==> src/rtl/trap_ctrl_pkg.sv <==
// Shared types and constants for the M-mode trap sequencer.
package trap_ctrl_pkg;

  localparam int unsigned XLEN    = 32;
  localparam int unsigned CAUSE_W = 4;

  // Sequencer states
  typedef enum logic [2:0] {
    ST_BOOT     = 3'd0,
    ST_IDLE     = 3'd1,
    ST_TRAP     = 3'd2,
    ST_MRET     = 3'd3,
    ST_REDIRECT = 3'd4
  } trap_state_t;

  // Source of the fetch redirect address
  typedef enum logic [1:0] {
    RSEL_BOOT  = 2'd0,
    RSEL_MTVEC = 2'd1,
    RSEL_MEPC  = 2'd2
  } redirect_sel_t;

  // Synchronous exception codes (mcause[3:0], interrupt bit clear)
  localparam logic [CAUSE_W-1:0] EXC_INSN_MISALIGNED  = 4'd0;
  localparam logic [CAUSE_W-1:0] EXC_INSN_ACCESS      = 4'd1;
  localparam logic [CAUSE_W-1:0] EXC_ILLEGAL_INSN     = 4'd2;
  localparam logic [CAUSE_W-1:0] EXC_BREAKPOINT       = 4'd3;
  localparam logic [CAUSE_W-1:0] EXC_LOAD_MISALIGNED  = 4'd4;
  localparam logic [CAUSE_W-1:0] EXC_LOAD_ACCESS      = 4'd5;
  localparam logic [CAUSE_W-1:0] EXC_STORE_MISALIGNED = 4'd6;
  localparam logic [CAUSE_W-1:0] EXC_STORE_ACCESS     = 4'd7;
  localparam logic [CAUSE_W-1:0] EXC_ECALL_M          = 4'd11;

  // mcause for the machine timer interrupt
  localparam logic [XLEN-1:0] IRQ_M_TIMER_CAUSE = 32'h8000_0007;

  // State presented to the CSR file on trap entry
  typedef struct packed {
    logic [XLEN-1:0] cause;
    logic [XLEN-1:0] pc;
    logic [XLEN-1:0] val;
  } trap_info_t;

  // States in which younger pipeline instructions must be killed
  function automatic logic is_flush_state(trap_state_t s);
    return (s == ST_TRAP) || (s == ST_MRET) || (s == ST_REDIRECT);
  endfunction

endpackage

==> src/rtl/trap_ctrl_if.sv <==
// Commit-stage, CSR-file and fetch-redirect signals around the trap sequencer.
interface trap_ctrl_if;
  import trap_ctrl_pkg::*;

  logic                commit_valid;
  logic [XLEN-1:0]     commit_pc;
  logic                exc_valid;
  logic [CAUSE_W-1:0]  exc_cause;
  logic [XLEN-1:0]     exc_tval;
  logic                mret_req;
  logic                timer_irq;
  logic                mie_mtie;
  logic                mstatus_mie;
  logic [XLEN-1:0]     mtvec_in;
  logic [XLEN-1:0]     mepc_in;

  logic                trap_enter;
  logic [XLEN-1:0]     trap_cause;
  logic [XLEN-1:0]     trap_pc;
  logic [XLEN-1:0]     trap_val;
  logic                mret_exec;
  logic                flush;
  logic                redirect_valid;
  logic [XLEN-1:0]     redirect_pc;

  // Pipeline / CSR-file side
  modport master (
    output commit_valid, commit_pc, exc_valid, exc_cause, exc_tval, mret_req,
    output timer_irq, mie_mtie, mstatus_mie, mtvec_in, mepc_in,
    input  trap_enter, trap_cause, trap_pc, trap_val, mret_exec, flush,
    input  redirect_valid, redirect_pc
  );

  // Trap sequencer side
  modport slave (
    input  commit_valid, commit_pc, exc_valid, exc_cause, exc_tval, mret_req,
    input  timer_irq, mie_mtie, mstatus_mie, mtvec_in, mepc_in,
    output trap_enter, trap_cause, trap_pc, trap_val, mret_exec, flush,
    output redirect_valid, redirect_pc
  );

endinterface

==> src/rtl/trap_ctrl.sv <==
// Trap sequencer: turns commit-stage exceptions, mret and the machine timer
// interrupt into CSR-file pulses, a pipeline flush and a fetch redirect.
module trap_ctrl
  import trap_ctrl_pkg::*;
#(
  parameter logic [31:0] BOOT_PC = 32'h8000_0000
) (
  input  logic        clk,
  input  logic        rst_n,
  trap_ctrl_if.slave  bus
);

  trap_state_t   state_q, state_d;
  redirect_sel_t sel_q, sel_d;
  trap_info_t    info_q, info_d;
  logic          trap_enter_q, trap_enter_d;
  logic          mret_exec_q, mret_exec_d;
  logic          flush_q, flush_d;
  logic          rv_q, rv_d;
  logic          irq;
  logic [XLEN-1:0] redirect_pc;

  // Interrupt is taken only when both the source and the global enable are set
  assign irq = bus.timer_irq & bus.mie_mtie & bus.mstatus_mie;

  // Next state and next-cycle outputs
  always_comb begin
    state_d = state_q;
    sel_d   = sel_q;
    info_d  = '0;
    rv_d    = 1'b0;
    case (state_q)
      // Hold BOOT for one visible redirect cycle after reset release
      ST_BOOT: begin
        if (rv_q) begin
          state_d = ST_IDLE;
        end else begin
          rv_d  = 1'b1;
          sel_d = RSEL_BOOT;
        end
      end
      // Interrupt beats exception; the interrupted instruction is not retired
      ST_IDLE: begin
        if (bus.commit_valid) begin
          if (irq) begin
            state_d = ST_TRAP;
            info_d  = '{cause: IRQ_M_TIMER_CAUSE, pc: bus.commit_pc, val: '0};
          end else if (bus.exc_valid) begin
            state_d = ST_TRAP;
            info_d  = '{cause: XLEN'(bus.exc_cause), pc: bus.commit_pc, val: bus.exc_tval};
          end else if (bus.mret_req) begin
            state_d = ST_MRET;
          end
        end
      end
      ST_TRAP: begin
        state_d = ST_REDIRECT;
        sel_d   = RSEL_MTVEC;
        rv_d    = 1'b1;
      end
      ST_MRET: begin
        state_d = ST_REDIRECT;
        sel_d   = RSEL_MEPC;
        rv_d    = 1'b1;
      end
      ST_REDIRECT: begin
        state_d = ST_IDLE;
      end
      default: begin
        state_d = ST_BOOT;
      end
    endcase
    trap_enter_d = (state_d == ST_TRAP);
    mret_exec_d  = (state_d == ST_MRET);
    flush_d      = is_flush_state(state_d);
  end

  // State and registered outputs; reset drops every pulse immediately
  always_ff @(posedge clk or negedge rst_n) begin
    if (!rst_n) begin
      state_q      <= ST_BOOT;
      sel_q        <= RSEL_BOOT;
      info_q       <= '0;
      trap_enter_q <= 1'b0;
      mret_exec_q  <= 1'b0;
      flush_q      <= 1'b0;
      rv_q         <= 1'b0;
    end else begin
      state_q      <= state_d;
      sel_q        <= sel_d;
      info_q       <= info_d;
      trap_enter_q <= trap_enter_d;
      mret_exec_q  <= mret_exec_d;
      flush_q      <= flush_d;
      rv_q         <= rv_d;
    end
  end

  // Redirect target reads mtvec/mepc live so a CSR write from the prior cycle is seen
  always_comb begin
    redirect_pc = '0;
    if (rv_q) begin
      case (sel_q)
        RSEL_MTVEC: redirect_pc = bus.mtvec_in;
        RSEL_MEPC:  redirect_pc = bus.mepc_in;
        default:    redirect_pc = BOOT_PC;
      endcase
    end
  end

  assign bus.trap_enter     = trap_enter_q;
  assign bus.trap_cause     = info_q.cause;
  assign bus.trap_pc        = info_q.pc;
  assign bus.trap_val       = info_q.val;
  assign bus.mret_exec      = mret_exec_q;
  assign bus.flush          = flush_q;
  assign bus.redirect_valid = rv_q;
  assign bus.redirect_pc    = redirect_pc;

endmodule

==> src/flat_wrapper.sv <==
// flat-port wrapper written by rule: the top's interface ports become plain ports
module trap_ctrl_flat import trap_ctrl_pkg::*;
#(
  parameter logic [31:0] BOOT_PC = 32'h8000_0000
)
  (clk, rst_n, bus_commit_valid, bus_commit_pc, bus_exc_valid, bus_exc_cause, bus_exc_tval, bus_mret_req, bus_timer_irq, bus_mie_mtie, bus_mstatus_mie, bus_mtvec_in, bus_mepc_in, bus_trap_enter, bus_trap_cause, bus_trap_pc, bus_trap_val, bus_mret_exec, bus_flush, bus_redirect_valid, bus_redirect_pc);
  trap_ctrl_if bus_i ();
  input  logic clk;
  input  logic rst_n;
  input wire logic [$bits(bus_i.commit_valid)-1:0] bus_commit_valid;
  input wire logic [$bits(bus_i.commit_pc)-1:0] bus_commit_pc;
  input wire logic [$bits(bus_i.exc_valid)-1:0] bus_exc_valid;
  input wire logic [$bits(bus_i.exc_cause)-1:0] bus_exc_cause;
  input wire logic [$bits(bus_i.exc_tval)-1:0] bus_exc_tval;
  input wire logic [$bits(bus_i.mret_req)-1:0] bus_mret_req;
  input wire logic [$bits(bus_i.timer_irq)-1:0] bus_timer_irq;
  input wire logic [$bits(bus_i.mie_mtie)-1:0] bus_mie_mtie;
  input wire logic [$bits(bus_i.mstatus_mie)-1:0] bus_mstatus_mie;
  input wire logic [$bits(bus_i.mtvec_in)-1:0] bus_mtvec_in;
  input wire logic [$bits(bus_i.mepc_in)-1:0] bus_mepc_in;
  output wire logic [$bits(bus_i.trap_enter)-1:0] bus_trap_enter;
  output wire logic [$bits(bus_i.trap_cause)-1:0] bus_trap_cause;
  output wire logic [$bits(bus_i.trap_pc)-1:0] bus_trap_pc;
  output wire logic [$bits(bus_i.trap_val)-1:0] bus_trap_val;
  output wire logic [$bits(bus_i.mret_exec)-1:0] bus_mret_exec;
  output wire logic [$bits(bus_i.flush)-1:0] bus_flush;
  output wire logic [$bits(bus_i.redirect_valid)-1:0] bus_redirect_valid;
  output wire logic [$bits(bus_i.redirect_pc)-1:0] bus_redirect_pc;
  assign bus_i.commit_valid = bus_commit_valid;
  assign bus_i.commit_pc = bus_commit_pc;
  assign bus_i.exc_valid = bus_exc_valid;
  assign bus_i.exc_cause = bus_exc_cause;
  assign bus_i.exc_tval = bus_exc_tval;
  assign bus_i.mret_req = bus_mret_req;
  assign bus_i.timer_irq = bus_timer_irq;
  assign bus_i.mie_mtie = bus_mie_mtie;
  assign bus_i.mstatus_mie = bus_mstatus_mie;
  assign bus_i.mtvec_in = bus_mtvec_in;
  assign bus_i.mepc_in = bus_mepc_in;
  assign bus_trap_enter = bus_i.trap_enter;
  assign bus_trap_cause = bus_i.trap_cause;
  assign bus_trap_pc = bus_i.trap_pc;
  assign bus_trap_val = bus_i.trap_val;
  assign bus_mret_exec = bus_i.mret_exec;
  assign bus_flush = bus_i.flush;
  assign bus_redirect_valid = bus_i.redirect_valid;
  assign bus_redirect_pc = bus_i.redirect_pc;
  trap_ctrl #(.BOOT_PC(BOOT_PC)) u_core (.clk(clk), .rst_n(rst_n), .bus(bus_i));
endmodule
==> config.mk <==
export PLATFORM = sky130hd
export DESIGN_NAME = trap_ctrl_flat
export DESIGN_NICKNAME = d
export VERILOG_FILES = /design/src/rtl/trap_ctrl_pkg.sv /design/src/rtl/trap_ctrl_if.sv /design/src/rtl/trap_ctrl.sv /design/src/flat_wrapper.sv
export SDC_FILE = /design/constraint.sdc
export NUM_CORES = 1
export LEC_CHECK = 0
export CAP_MARGIN = 30
export CORE_MARGIN = 4
export CORE_UTILIZATION = 29
export DETAILED_ROUTE_END_ITERATION = 10
export HOLD_SLACK_MARGIN = 0.12
export PLACE_DENSITY = 0.75
export SLEW_MARGIN = 5
export SYNTH_ARGS = -nofsm -noshare
export SYNTH_HDL_FRONTEND = slang
export SYNTH_SLANG_ARGS = --single-unit
==> constraint.sdc <==
create_clock -name clk -period 1.6 [get_ports clk]
set_input_delay 0.48 -clock clk [delete_from_list [all_inputs] [get_ports clk]]
set_output_delay 0.48 -clock clk [all_outputs]
set_load 0.005 [all_outputs]
-- Word level (Yosys, flattened, before mapping)
Cells that the tools add are included.
- output and inout bits: 132
- input port bits: 140
- logic and storage cells: 43
- bits in registers: 105
- muxes and demuxes: 16
- eq/ne operators: 10
- reduce and logical (&&, ||, !) cells: 6
- bitwise logic cells: 2
- operators by type and width (kind ; count):
    2-to-1 mux 96 bit ; 3
    2-to-1 mux 68 bit ; 1
    one-hot mux 32 bit (2 select lines) ; 1
    2-to-1 mux 32 bit ; 1
    2-to-1 mux 3 bit ; 5
    equality test 3 x 2 -> 1 bit, second input constant ; 4
    one-hot mux 3 bit (4 select lines) ; 1
    equality test 3 bit, second input constant ; 2
    one-hot mux 2 bit (3 select lines) ; 1
    equality test 3 x 1 -> 1 bit, second input constant ; 1
    logical NOT 3 bit ; 1
    nonzero test 3 bit ; 1
    bitwise AND 1 bit ; 2
    equality test 2 x 1 -> 1 bit, second input constant ; 1
    equality test 2 bit, second input constant ; 1
    logical OR 1 bit ; 2
    2-to-1 mux 2 bit ; 1
    inequality test 2 bit, second input constant ; 1
    one-hot mux 1 bit (2 select lines) ; 1
    AND reduction 2 bit ; 1
    OR reduction 2 bit ; 1
    2-to-1 mux 1 bit ; 1

-- Longest topological paths before layout
- depth after elaboration: 8
- gate-level depth with buffers: 5
- depth with buffers taken out: 4

-- Least setup slack after synthesis
No wires, ideal clock.
- path type: flip-flop to output port
- start point: register u_core.sel_q[0]
- end point: output port bus_redirect_pc[10]
- slack: -62 ps
- path buffers: 1
- arrival: 1182 ps
- stages on the path, launching flop included: 6
- required time: 1120 ps
- cells stage by stage: dfrtp_1 -> inv_1 -> ha_1 -> nand2b_1 -> clkbuf_1 -> nor2_1
- longest elaborated chain between the ends: 3
- elaborated cells between the ends (all ways): 4
- those cells by class: eq/ne: 2; mux: 2
- RTL lines (item ; RTL line ; RTL):
    start, declared ; trap_ctrl.sv:14 ; redirect_sel_t sel_q, sel_d;
    start signal, assigned ; trap_ctrl.sv:90 ; sel_q <= sel_d;
    equality test 2 bit or equality test 2 x 1 -> 1 bit (tied branches) ; trap_ctrl.sv:103 ; case (sel_q)
    one-hot mux 32 bit (2 select lines) * ; trap_ctrl.sv:103 ;
    2-to-1 mux 32 bit * ; trap_ctrl.sv:102 ; if (rv_q) begin
    end, declared ; flat_wrapper.sv:28 ; output wire logic [$bits(bus_i.redirect_pc)-1:0] bus_redirect_pc;
Every way passes the cells marked *; elsewhere a longest branch is shown, timed or not.

-- Worst setup path after layout
- start point: register u_core.sel_q[0]
- end point: output port bus_redirect_pc[6]
Same word-level chain as after synthesis.

==> impl_metrics.yaml <==
power_and_ir_drop:
  pwr-share-clk: 0.235
  sw_frac_of_total: 0.324
  p_per_area_nw_per_um2: 1120
  seqPwrFrac: 0.322
  p_sw_mw: 2.32
  combinationalPowerShare: 0.443
  p_leak_nw: 3.20
  vdd_drop_max_v: 0.000508
  p_int_mw: 4.86
outcome:
  outcome: "finished with violations"
  violations: "setup timing"
critical_path:
  cp_slowest_cell: "dfrtp_2"
  cp_max_fo: 5
  path_cells: "inv_2 > ha_4 > nand2b_4 > buf_6 > buf_6 > nor2_4 > buf_2"
  critPathCaptureType: "output port"
  setup.worst_path.start_class: "flop"
  critPathArrivalTime_ns: 1.69
  cpPeakStageDelay_ns: 0.45
  critPathMostFrequentCell: "buf_6"
  worstPathRequired_ns: 1.12
  critical_path_class: "reg2out"
grt:
  grt-ovfl-total: 0
  grt_pass1_vias: 3391
  antenna_found_initial: 0
  grt_max_degree: 79
  grt_pass1_wl_um: 17800
  grt_usage: 0.178
finish:
  num-fill-cells: 946
  fin_cells: 706
  final_layout_size_suffix_gt1_frac: 0.267
  post-route-util: 0.589
  diodes: 0
  fin_nets: 703
  area_growth_pct: 97.3
timing:
  hold_viol: 0
  slew_viol_final: 0
  fin_crit_ns: 2.17
  fin_crit_sh: 1.36
  clock_skew_ns: 0.00868
  rsz0062_at_grt: "true"
  fmax_ghz: 0.460
  finalSetupViolCount: 32
  setup_ws_ns: -0.574
logic_synthesis:
  synth.area.top_cells: "dfrtp_1, and2_1, a22oi_1"
  ys.flop_type: "dfrtp_1"
  synth_edf_count: 0
  yosysMostFrequentCell: "dfrtp_1"
  ys_ff_latch: 78
  ys_types: 27
  syn-cell-area_um2: 3250
  async_flop_share: 1.00
  synth_cells: 286
  yosysSeqAreaShare: 0.600
  yosysTopAreaCell: "dfrtp_1"
  yosysWarnings: 0
  synth_top_cell_area_share: 0.600
  synthTopCellsByCount: "dfrtp_1, and2_1, nor2_1, a22oi_1, buf_4"
  synth_area_per_cell_um2: 11.4
detailed_routing:
  drc_errors: 0
  drt_iter0_drc: 155
  ant_nets: 0
  wl_per_cell_um: 17.2
  dr.pass1.iters: 4
  avgViaCountPerCell: 4.40
  wl_um: 12100
  vias: 3109
clock_network:
  path_clk_slew_ns: 0.09
  cts_buffers: 9
  cts.sinks: 78
  clockRootBuffer: "clkbuf_8"
  clock_path_buffers: 2
  cts_tree: "done"
  clk_latency_ns: 0.35
  ctsHoldBuffers: 0
  h-tree-depth: 3
floorplanning:
  fp.coreArea_um2: 10900
  die_y_um: 114
  initial_core_util: 0.299
  die_w_um: 114
  ios: 272
  dieArea_um2: 13000
  num_rows: 38
flow_run:
  maxCapViolations: 0
placed_design:
  place_ws_ns: -0.653
  port_buffers: 244
  gp_congestion: 0.782
  dp.cells: 666
  hpwl_um: 8270
worst_hold_path:
  hold_class: "in2async"
## what timing repair did
| action | CTS | global route |
|---|---|---|
| gates resized for setup | 240 | 57 |
| pin swaps | 23 | 13 |
| setup buffers | 19 | 3 |
| endpoints found under the setup margin | 105 | 33 |
| gates cloned | 5 | 1 |
## cells by family (layout without fill, tap and decap cells)
family | after synthesis | count (layout) | share of synthesized area
AO/OA/AOI/OAI | 43 | 43 | 0.0943
adder cells (fa/ha/maj) | 2 | 2 | 0.00770
buffers and inverters | 48 | 299 | 0.0955
flip-flops | 78 | 78 | 0.600
other | 1 | 27 | 0.00115
AND/OR/NAND/NOR | 114 | 117 | 0.201
## per-layer routing
metal / routed length [µm] / part of all wire / up-vias / track usage
met4: 341 / 0.028 / 0 / 0.0713
met5: 0 / 0 / - / 0
met3: 1000 / 0.083 / 26 / 0.0531
met2: 6640 / 0.55 / 168 / 0.336
li1: - / - / 1436 / -
met1: 4130 / 0.34 / 1479 / 0.182
## stage by stage
stage | instance area [µm²] | hold slack [ns] | TNS (ns) | power, mW
finish | 6410 | 0.122 | -15.72 | 7.18
global route | 6410 | 0.156 | -17.79 | 7.54
CTS | 6280 | 0.146 | -17.12 | 6.93
detailed placement | 5830 | 0.515 | -33.04 | 4.47
global placement | 5830 | 0.502 | -29.46 | 4.42
floorplan | 3390 | 0.184 | -0.732 | 3.32
## layout make-up
type,instances,area [µm²],area share
Sequential cell,78,1950,0.305
Inverter,6,22.5,0.00351
Clock buffer,9,124,0.0193
Timing Repair Buffer,277,2620,0.408
Multi-Input combinational cell,189,1420,0.221
Clock inverter,7,103,0.0160
Tap cell,140,175,0.0273
## power groups by stage
stage,combinational [mW],sequential [mW],clock (mW)
2_1_floorplan,0.964,2.35,0
4_1_cts,2.89,2.31,1.72
5_1_grt,3.38,2.35,1.81
3_5_place_dp,2.13,2.34,0
6_report,3.18,2.32,1.68
3_3_place_gp,2.09,2.33,0
## sequential cells by signal (all words and copies together), names as in the netlist
register	cells
u_core.bus.flush	1
u_core.bus.trap_val	32
u_core.state_q	3
u_core.bus.trap_cause	5
u_core.bus.mret_exec	1
u_core.bus.trap_enter	1
u_core.bus.redirect_valid	1
u_core.bus.trap_pc	32
u_core.sel_q	2
## cell usage in the layout, fill, tap and decap left out, types with 3 or more instances in the layout
cell	count
and2_1	65
conb_1	27
dfrtp_1	76
nor2_4	8
nand2_1	3
buf_6	22
clkdlybuf4s50_1	138
nand2b_4	4
nor2_2	16
a21oi_1	6
dlygate4sd2_1	72
buf_2	24
nor2_1	10
clkbuf_8	9
clkbuf_2	5
nor2b_1	3
buf_12	6
inv_6	3
inv_1	4
a22oi_2	31
buf_4	9
## worst paths after layout
kind,startpoint,end,slack [ns],depth (start not counted)
max reg2reg,u_core.state_q[2]$_DFF_PN0_,u_core.bus.trap_val[31]$_DFF_PN0_,0.22,3
min,rst_n,u_core.bus.trap_val[12]$_DFF_PN0_,0.12,2
min in group clk,u_core.state_q[1]$_DFF_PN0_,u_core.state_q[0]$_DFF_PN0_,0.54,1
max,u_core.sel_q[0]$_DFFE_PN0P_,bus_redirect_pc[6],-0.57,7
max in group asynchronous,rst_n,u_core.bus.redirect_valid$_DFF_PN0_,1.11,2
min reg2reg,u_core.state_q[1]$_DFF_PN0_,u_core.state_q[0]$_DFF_PN0_,0.54,1
## critical path, delay by kind of cell, from the launching register on
kind	cells	cell delay [ns]
DFF	1	0.45
and+or+nand+nor	2	0.25
adders and majority gates	1	0.21
buffers and inverters	4	0.44
Note: power is estimated with default switching activity, not from simulation.
